<file path="src/rtl/mem_lsu.sv">
// Sequential load/store unit between EX/MEM and the data cache: one outstanding
// access, byte-lane alignment, misalignment detection, LL/SC link bit, flush draining.
module mem_lsu #(
    parameter int DATA_WIDTH     = 32,
    parameter int ADDR_WIDTH     = 32,
    parameter int REG_ADDR_WIDTH = 5
) (
    input  logic                      clk,
    input  logic                      rst,
    input  logic                      in_valid,
    output logic                      in_ready,
    input  logic [3:0]                in_op,
    input  logic [ADDR_WIDTH-1:0]     in_addr,
    input  logic [DATA_WIDTH-1:0]     in_wdata,
    input  logic [REG_ADDR_WIDTH-1:0] in_waddr,
    input  logic                      in_wreg,
    input  logic                      flush_i,
    input  logic                      llbit_clear_i,
    output logic                      req_valid,
    input  logic                      req_ready,
    output logic                      req_we,
    output logic [ADDR_WIDTH-1:0]     req_addr,
    output logic [DATA_WIDTH/8-1:0]   req_wstrb,
    output logic [DATA_WIDTH-1:0]     req_wdata,
    input  logic                      resp_valid,
    input  logic [DATA_WIDTH-1:0]     resp_data,
    output logic                      out_valid,
    input  logic                      out_ready,
    output logic                      out_wreg,
    output logic [REG_ADDR_WIDTH-1:0] out_waddr,
    output logic [DATA_WIDTH-1:0]     out_wdata,
    output logic                      out_excp_ale,
    output logic                      llbit_o
);
    localparam int NB = DATA_WIDTH / 8;
    localparam int LW = $clog2(NB);

    localparam logic [3:0] OP_LD_B = 4'd1, OP_LD_BU = 4'd2, OP_LD_H = 4'd3, OP_LD_HU = 4'd4;
    localparam logic [3:0] OP_LD_W = 4'd5, OP_ST_B = 4'd6, OP_ST_H = 4'd7, OP_ST_W = 4'd8;
    localparam logic [3:0] OP_LL = 4'd9, OP_SC = 4'd10, OP_LD_D = 4'd11, OP_ST_D = 4'd12;

    typedef enum logic [2:0] {S_IDLE, S_REQ, S_WAIT, S_RESP, S_DRAIN} state_e;
    state_e state_q, state_d;

    logic [3:0]                op_q, op_d;
    logic [LW-1:0]             lane_q, lane_d;
    logic                      req_valid_q, req_valid_d, req_we_q, req_we_d;
    logic [ADDR_WIDTH-1:0]     req_addr_q, req_addr_d;
    logic [NB-1:0]             req_wstrb_q, req_wstrb_d;
    logic [DATA_WIDTH-1:0]     req_wdata_q, req_wdata_d;
    logic                      out_valid_q, out_valid_d, out_wreg_q, out_wreg_d;
    logic                      out_excp_ale_q, out_excp_ale_d, llbit_q, llbit_d;
    logic [REG_ADDR_WIDTH-1:0] out_waddr_q, out_waddr_d;
    logic [DATA_WIDTH-1:0]     out_wdata_q, out_wdata_d;

    function automatic logic [1:0] op_size(input logic [3:0] op);
        case (op)
            OP_LD_H, OP_LD_HU, OP_ST_H:       op_size = 2'd1;
            OP_LD_W, OP_ST_W, OP_LL, OP_SC:   op_size = 2'd2;
            OP_LD_D, OP_ST_D:                 op_size = 2'd3;
            default:                          op_size = 2'd0;
        endcase
    endfunction

    function automatic logic is_store(input logic [3:0] op);
        is_store = op inside {OP_ST_B, OP_ST_H, OP_ST_W, OP_SC, OP_ST_D};
    endfunction

    logic [1:0]            in_sz;
    logic [2:0]            size_m1;
    logic                  in_mem, in_ale, in_direct, accept, q_store;
    logic [LW-1:0]         in_lane;
    logic [15:0]           in_mask_w, in_strb_w;
    logic [DATA_WIDTH-1:0] in_wrep, resp_sh, load_val;

    assign in_ready = rst && (state_q == S_IDLE) && !out_valid_q;
    assign accept   = in_valid && in_ready && !flush_i;
    assign q_store  = is_store(op_q);

    // Request decode; misaligned, NOP and doomed SC complete without touching the cache.
    always_comb begin
        in_sz     = op_size(in_op);
        in_mem    = (in_op >= OP_LD_B) && (in_op <= OP_ST_D);
        size_m1   = 3'((4'd1 << in_sz) - 4'd1);
        in_ale    = in_mem && (((in_addr[2:0] & size_m1) != 3'd0) ||
                               (in_sz == 2'd3 && DATA_WIDTH == 32));
        in_direct = in_ale || !in_mem || (in_op == OP_SC && !llbit_q);
        in_lane   = in_addr[LW-1:0];
        in_mask_w = (16'd1 << (4'd1 << in_sz)) - 16'd1;
        in_strb_w = in_mask_w << in_lane;
        in_wrep   = '0;
        for (int i = 0; i < NB; i++)
            in_wrep[8*i +: 8] = in_wdata[8*(i & int'(size_m1)) +: 8];
    end

    always_comb begin
        resp_sh = resp_data >> {lane_q, 3'b000};
        case (op_q)
            OP_LD_B:        load_val = DATA_WIDTH'($signed(resp_sh[7:0]));
            OP_LD_BU:       load_val = DATA_WIDTH'(resp_sh[7:0]);
            OP_LD_H:        load_val = DATA_WIDTH'($signed(resp_sh[15:0]));
            OP_LD_HU:       load_val = DATA_WIDTH'(resp_sh[15:0]);
            OP_LD_W, OP_LL: load_val = DATA_WIDTH'($signed(resp_sh[31:0]));
            default:        load_val = resp_sh;
        endcase
    end

    always_ff @(posedge clk) begin
        if (!rst) state_q <= S_IDLE;
        else      state_q <= state_d;
    end

    // A load whose handshake coincides with a flush still owes a response, so drain it.
    always_comb begin
        state_d = state_q;
        case (state_q)
            S_IDLE:  if (accept) state_d = in_direct ? S_RESP : S_REQ;
            S_REQ:   if (flush_i) state_d = (req_ready && !q_store) ? S_DRAIN : S_IDLE;
                     else if (req_ready) state_d = q_store ? S_RESP : S_WAIT;
            S_WAIT:  if (flush_i) state_d = resp_valid ? S_IDLE : S_DRAIN;
                     else if (resp_valid) state_d = S_RESP;
            S_RESP:  if (flush_i || out_ready) state_d = S_IDLE;
            S_DRAIN: if (resp_valid) state_d = S_IDLE;
            default: state_d = S_IDLE;
        endcase
    end

    always_comb begin
        op_d = op_q;               lane_d = lane_q;
        req_valid_d = req_valid_q; req_we_d = req_we_q;       req_addr_d = req_addr_q;
        req_wstrb_d = req_wstrb_q; req_wdata_d = req_wdata_q;
        out_valid_d = out_valid_q; out_wreg_d = out_wreg_q;   out_waddr_d = out_waddr_q;
        out_wdata_d = out_wdata_q; out_excp_ale_d = out_excp_ale_q;
        llbit_d     = llbit_q;
        case (state_q)
            S_IDLE: if (accept) begin
                op_d        = in_op;
                lane_d      = in_lane;
                out_waddr_d = in_waddr;
                if (in_direct) begin
                    out_valid_d    = 1'b1;
                    out_excp_ale_d = in_ale;
                    out_wreg_d     = in_ale ? 1'b0 : (in_mem ? 1'b1 : in_wreg);
                    out_wdata_d    = (in_ale || in_mem) ? '0 : in_wdata;
                end else begin
                    req_valid_d = 1'b1;
                    req_we_d    = is_store(in_op);
                    req_addr_d  = {in_addr[ADDR_WIDTH-1:LW], {LW{1'b0}}};
                    req_wstrb_d = in_strb_w[NB-1:0];
                    req_wdata_d = in_wrep;
                end
            end
            S_REQ: if (req_ready || flush_i) begin
                req_valid_d = 1'b0; req_we_d = 1'b0; req_addr_d = '0;
                req_wstrb_d = '0;   req_wdata_d = '0;
                // A handshaked SC has written memory even if flushed.
                if (req_ready && op_q == OP_SC) llbit_d = 1'b0;
                if (req_ready && !flush_i && q_store) begin
                    out_valid_d    = 1'b1;
                    out_excp_ale_d = 1'b0;
                    out_wreg_d     = (op_q == OP_SC);
                    out_wdata_d    = DATA_WIDTH'(op_q == OP_SC);
                end
            end
            S_WAIT: if (resp_valid && !flush_i) begin
                out_valid_d    = 1'b1;
                out_wreg_d     = 1'b1;
                out_excp_ale_d = 1'b0;
                out_wdata_d    = load_val;
                if (op_q == OP_LL) llbit_d = 1'b1;
            end
            S_RESP: if (flush_i || out_ready) begin
                out_valid_d = 1'b0; out_wreg_d = 1'b0; out_waddr_d = '0;
                out_wdata_d = '0;   out_excp_ale_d = 1'b0;
            end
            default: ;
        endcase
        if (llbit_clear_i) llbit_d = 1'b0;
    end

    always_ff @(posedge clk) begin
        if (!rst) begin
            op_q <= '0;        lane_q <= '0;
            req_valid_q <= 1'b0; req_we_q <= 1'b0; req_addr_q <= '0;
            req_wstrb_q <= '0;   req_wdata_q <= '0;
            out_valid_q <= 1'b0; out_wreg_q <= 1'b0; out_waddr_q <= '0;
            out_wdata_q <= '0;   out_excp_ale_q <= 1'b0; llbit_q <= 1'b0;
        end else begin
            op_q <= op_d;      lane_q <= lane_d;
            req_valid_q <= req_valid_d; req_we_q <= req_we_d; req_addr_q <= req_addr_d;
            req_wstrb_q <= req_wstrb_d; req_wdata_q <= req_wdata_d;
            out_valid_q <= out_valid_d; out_wreg_q <= out_wreg_d; out_waddr_q <= out_waddr_d;
            out_wdata_q <= out_wdata_d; out_excp_ale_q <= out_excp_ale_d; llbit_q <= llbit_d;
        end
    end

    assign req_valid    = req_valid_q;
    assign req_we       = req_we_q;
    assign req_addr     = req_addr_q;
    assign req_wstrb    = req_wstrb_q;
    assign req_wdata    = req_wdata_q;
    assign out_valid    = out_valid_q;
    assign out_wreg     = out_wreg_q;
    assign out_waddr    = out_waddr_q;
    assign out_wdata    = out_wdata_q;
    assign out_excp_ale = out_excp_ale_q;
    assign llbit_o      = llbit_q;
endmodule

</file>
<file path="config.mk">
export PLATFORM = sky130hd
export DESIGN_NAME = mem_lsu
export DESIGN_NICKNAME = d
export VERILOG_FILES = /design/src/rtl/mem_lsu.sv
export SDC_FILE = /design/constraint.sdc
export NUM_CORES = 1
export LEC_CHECK = 0
export ABC_AREA = 0
export CORE_MARGIN = 10
export CORE_UTILIZATION = 30
export DETAILED_ROUTE_END_ITERATION = 6
export PLACE_DENSITY = 0.54
export RECOVER_POWER = 100
export SLEW_MARGIN = 20
export SYNTH_ARGS = -nofsm -noshare
export SYNTH_HDL_FRONTEND = slang
export SYNTH_SLANG_ARGS = --single-unit
</file>
<file path="constraint.sdc">
create_clock -name clk -period 7.21 [get_ports clk]
set_clock_uncertainty 0.15 [all_clocks]
set_input_delay 1.0815 -clock clk [delete_from_list [all_inputs] [get_ports clk]]
set_output_delay 1.0815 -clock clk [all_outputs]
set_load 0.05 [all_outputs]
</file>
==> results.py <==
metrics = {
    "worst_setup_path": {
        "ff2ff_setup_slack_ns": 3.19,
        "crit_family": "simple AND/OR/NAND/NOR gates",
        "crit_buf_inv": 4,
        "crit_chain": "dlygate4sd3_1 -> inv_1 -> ha_1 -> or2b_1 -> a31oi_1 -> nand2_1 -> inv_1 -> ha_1 -> nand2b_1 -> o2111ai_1 -> or3_1 -> buf_4 -> and2_1 -> o221a_2",
        "required_ns": 7.41,
        "startpoint_type": "input pin",
        "critical-path-max-stage-delay_ns": 1.25,
        "worst_setup_path_end_kind": "flop",
        "cp_data_arrival_time_ns": 6.11,
        "path_max_fanout": 35,
        "criticalPathCategory": "input pin to flop",
        "critPathSlowestCell": "and2_1",
    },
    "sta": {
        "finalCritPeriodShare": 0.819,
        "maxSlewViolCount": 84,
        "hold_viol_final": 0,
        "rsz0062_at_grt": "false",
        "period_needed_ns": 5.91,
        "max_freq_ghz": 0.169,
        "tightest_slew_ns": 2.33,
        "finalSetupTns_ns": 0,
        "relSlewSlack": -0.553,
        "setup_viol": 0,
    },
    "min_path": {
        "hp-class": "flop to flop",
    },
    "routing": {
        "dr.pass1.iters": 5,
        "wire_per_inst_um": 21.5,
        "wl_met1_mm": 11.6,
        "vias": 6511,
        "wl_met3_mm": 2.64,
        "via_per_inst": 5.30,
        "top_layer": "met4",
        "drt_iter0_markers": 360,
        "drt_wl_total_mm": 26.4,
        "drc": 0,
        "antenna_left": 0,
        "met2WireLength_mm": 11.6,
    },
    "floorplanning": {
        "start_util": 0.305,
        "die_h_um": 166,
        "die_area_um2": 27700,
        "core_um2": 21100,
        "rows": 53,
        "io_pins": 226,
        "die-width_um": 166,
    },
    "logic_synthesis": {
        "netlist_area_um2": 6430,
        "seq_area_frac_synth": 0.367,
        "synth_edf_count": 0,
        "muxShareOfSynthArea": 0.0752,
        "synth-simple-area-share": 0.237,
        "yosysUniqueCellTypes": 69,
        "ys_seq_elements": 118,
        "ys_warn_count": 0,
        "async_flop_share": 0,
        "synth_area_per_cell_um2": 8.42,
        "synthAdderAreaFrac": 0.0117,
        "synth_xor_area_frac": 0.00136,
        "synth_compound_area_frac": 0.245,
        "synth-main-ff-cell": "dfxtp_1",
        "synth_top_family_by_area": "compound AO/OA/AOI/OAI gates",
        "synth_cells": 764,
    },
    "power_and_ir_drop": {
        "vdd_drop_max_mv": 0.160,
        "p_leak_uw": 0.00366,
        "p_per_area_nw_per_um2": 303,
    },
    "cts": {
        "root_buffer": "clkbuf_16",
        "clock_sinks": 118,
        "clkLatencyLatePin_ns": 0.41,
        "cts_tree": "yes",
        "holdBufCountCts": 0,
        "htreeDepth": 4,
        "post_cts_buffers": 0,
        "clock_path_buffers": 2,
        "cts_resized": 0,
        "cts_inserted_buffers": 17,
        "clk_pin_slew_worst_paths_ns": 0.05,
    },
    "cells_and_area": {
        "drive_above_1_share": 0.0725,
        "final_common_cell": "nand3_1",
        "fin_util": 0.439,
        "finalNetCount": 1060,
        "syn_to_final_growth_pct": 44.0,
        "final_area_um2": 9270,
        "layout_common_cells": "nand3_1 (132), dfxtp_1 (118), dlygate4sd3_1 (112), clkdlybuf4s50_1 (110), nand2_1 (74)",
        "final_cells": 1228,
    },
    "grt": {
        "gr-total-overflow": 0,
        "antenna_found_initial": 1,
        "grt_pass1_vias": 6523,
        "grt_max_degree": 94,
        "grt_pass1_wl_mm": 40.2,
        "grtUsageTotal": 0.182,
    },
    "placement": {
        "dp.cells": 1196,
        "io_buffer_count": 223,
        "hpwlAfterDp_mm": 19.2,
        "dpl_cell_area_um2": 8750,
        "gp_congestion": 0.834,
    },
    "run_status": {
        "status": "complete, but fails checks",
        "violations": "capacitance limit, slew limit",
    },
    "job": {
        "max_cap_violations": 2,
    },
}
==> report_power, final <==
| part | leakage [µW] | total (µW) | switching, µW | internal [µW] |
|---|---|---|---|---|
| clock | 0.000255 | 768 | 306 | 462 |
| combinational | 0.00244 | 1250 | 823 | 423 |
| sequential | 0.000957 | 796 | 61.9 | 735 |
| total | 0.00366 | 2810 | 1190 | 1620 |
==> metal layers <==
metal / vias up / track usage
li1: 3130 / -
met1: 3069 / 0.230
met2: 280 / 0.274
met3: 32 / 0.0786
met4: 0 / 0.0550
met5: - / 0
==> final cells by class <==
cell class	instances	area, µm²
Fill cell	2148	11800
Multi-Input combinational cell	560	3700
Sequential cell	118	2360
Timing Repair Buffer	234	2300
Clock buffer	23	478
Tap cell	275	344
Clock inverter	8	51.3
Inverter	9	33.8
Antenna cell	1	2.50
==> kinds of logic after synthesis <==
group                    count (synthesis)
AND/OR/NAND/NOR                        301
AO/OA/AOI/OAI                          203
flip-flops                             118
buffers and inverters                   87
multiplexers                            47
adder cells (fa/ha/maj)                  6
other                                    1
XOR/XNOR                                 1
==> sequential cells by signal, indices dropped and copies added (netlist names) <==
| register | flops |
|---|---|
| out_excp_ale | 1 |
| req_wdata | 32 |
| req_valid | 1 |
| lane_q | 2 |
| state_q | 3 |
| out_waddr | 5 |
| out_valid | 1 |
| llbit_o | 1 |
| req_we | 1 |
| out_wreg | 1 |
| op_q | 4 |
| req_addr | 30 |
| req_wstrb | 4 |
| out_wdata | 32 |
==> per-stage QoR <==
step / hold WS (ns) / power, µW / setup WS, ns
after floorplan: 0.362 / 1710 / 2.96
after global placement: 0.289 / 2090 / 1.95
after detailed placement: 0.289 / 2090 / 1.77
after CTS: 0.310 / 2860 / 2.19
after global routing: 0.325 / 2970 / 0.957
final: 0.307 / 2810 / 1.30
==> worst reg2reg max path: stages, from the launching register on <==
cell,delay [ns]
dfxtp_1,0.35
nor4bb_2,0.29
clkbuf_1,0.38
o21ai_0,0.25
nor3_4,0.86
and2_1,1.32
o221a_2,0.37
==> synth_stat cells (all sizes together) (11+ instances only) <==
master / n / share of area
a211o: 14 / 0.019
a21boi: 58 / 0.068
nor2: 25 / 0.015
mux2: 11 / 0.019
nor2b: 12 / 0.012
nand2b: 15 / 0.016
a21oi: 23 / 0.018
o221a: 16 / 0.028
o21ai: 27 / 0.022
clkbuf: 46 / 0.027
nand2: 74 / 0.043
nand3: 132 / 0.10
dfxtp: 118 / 0.37
buf: 32 / 0.030
mux2i: 36 / 0.056
and2: 12 / 0.012
==> path summary, 6_finish.rpt <==
kind	startpoint	to	depth (start not counted)
setup / recovery	in_op[0]	out_wdata[19]$_SDFFE_PN0P_	14
hold reg to reg	out_wdata[9]$_SDFFE_PN0P_	out_wdata[9]$_SDFFE_PN0P_	2
setup reg to reg	out_valid$_SDFFE_PN0P_	out_wdata[19]$_SDFFE_PN0P_	6
hold / removal	out_wdata[9]$_SDFFE_PN0P_	out_wdata[9]$_SDFFE_PN0P_	2
(Power assumes the default switching activity.)
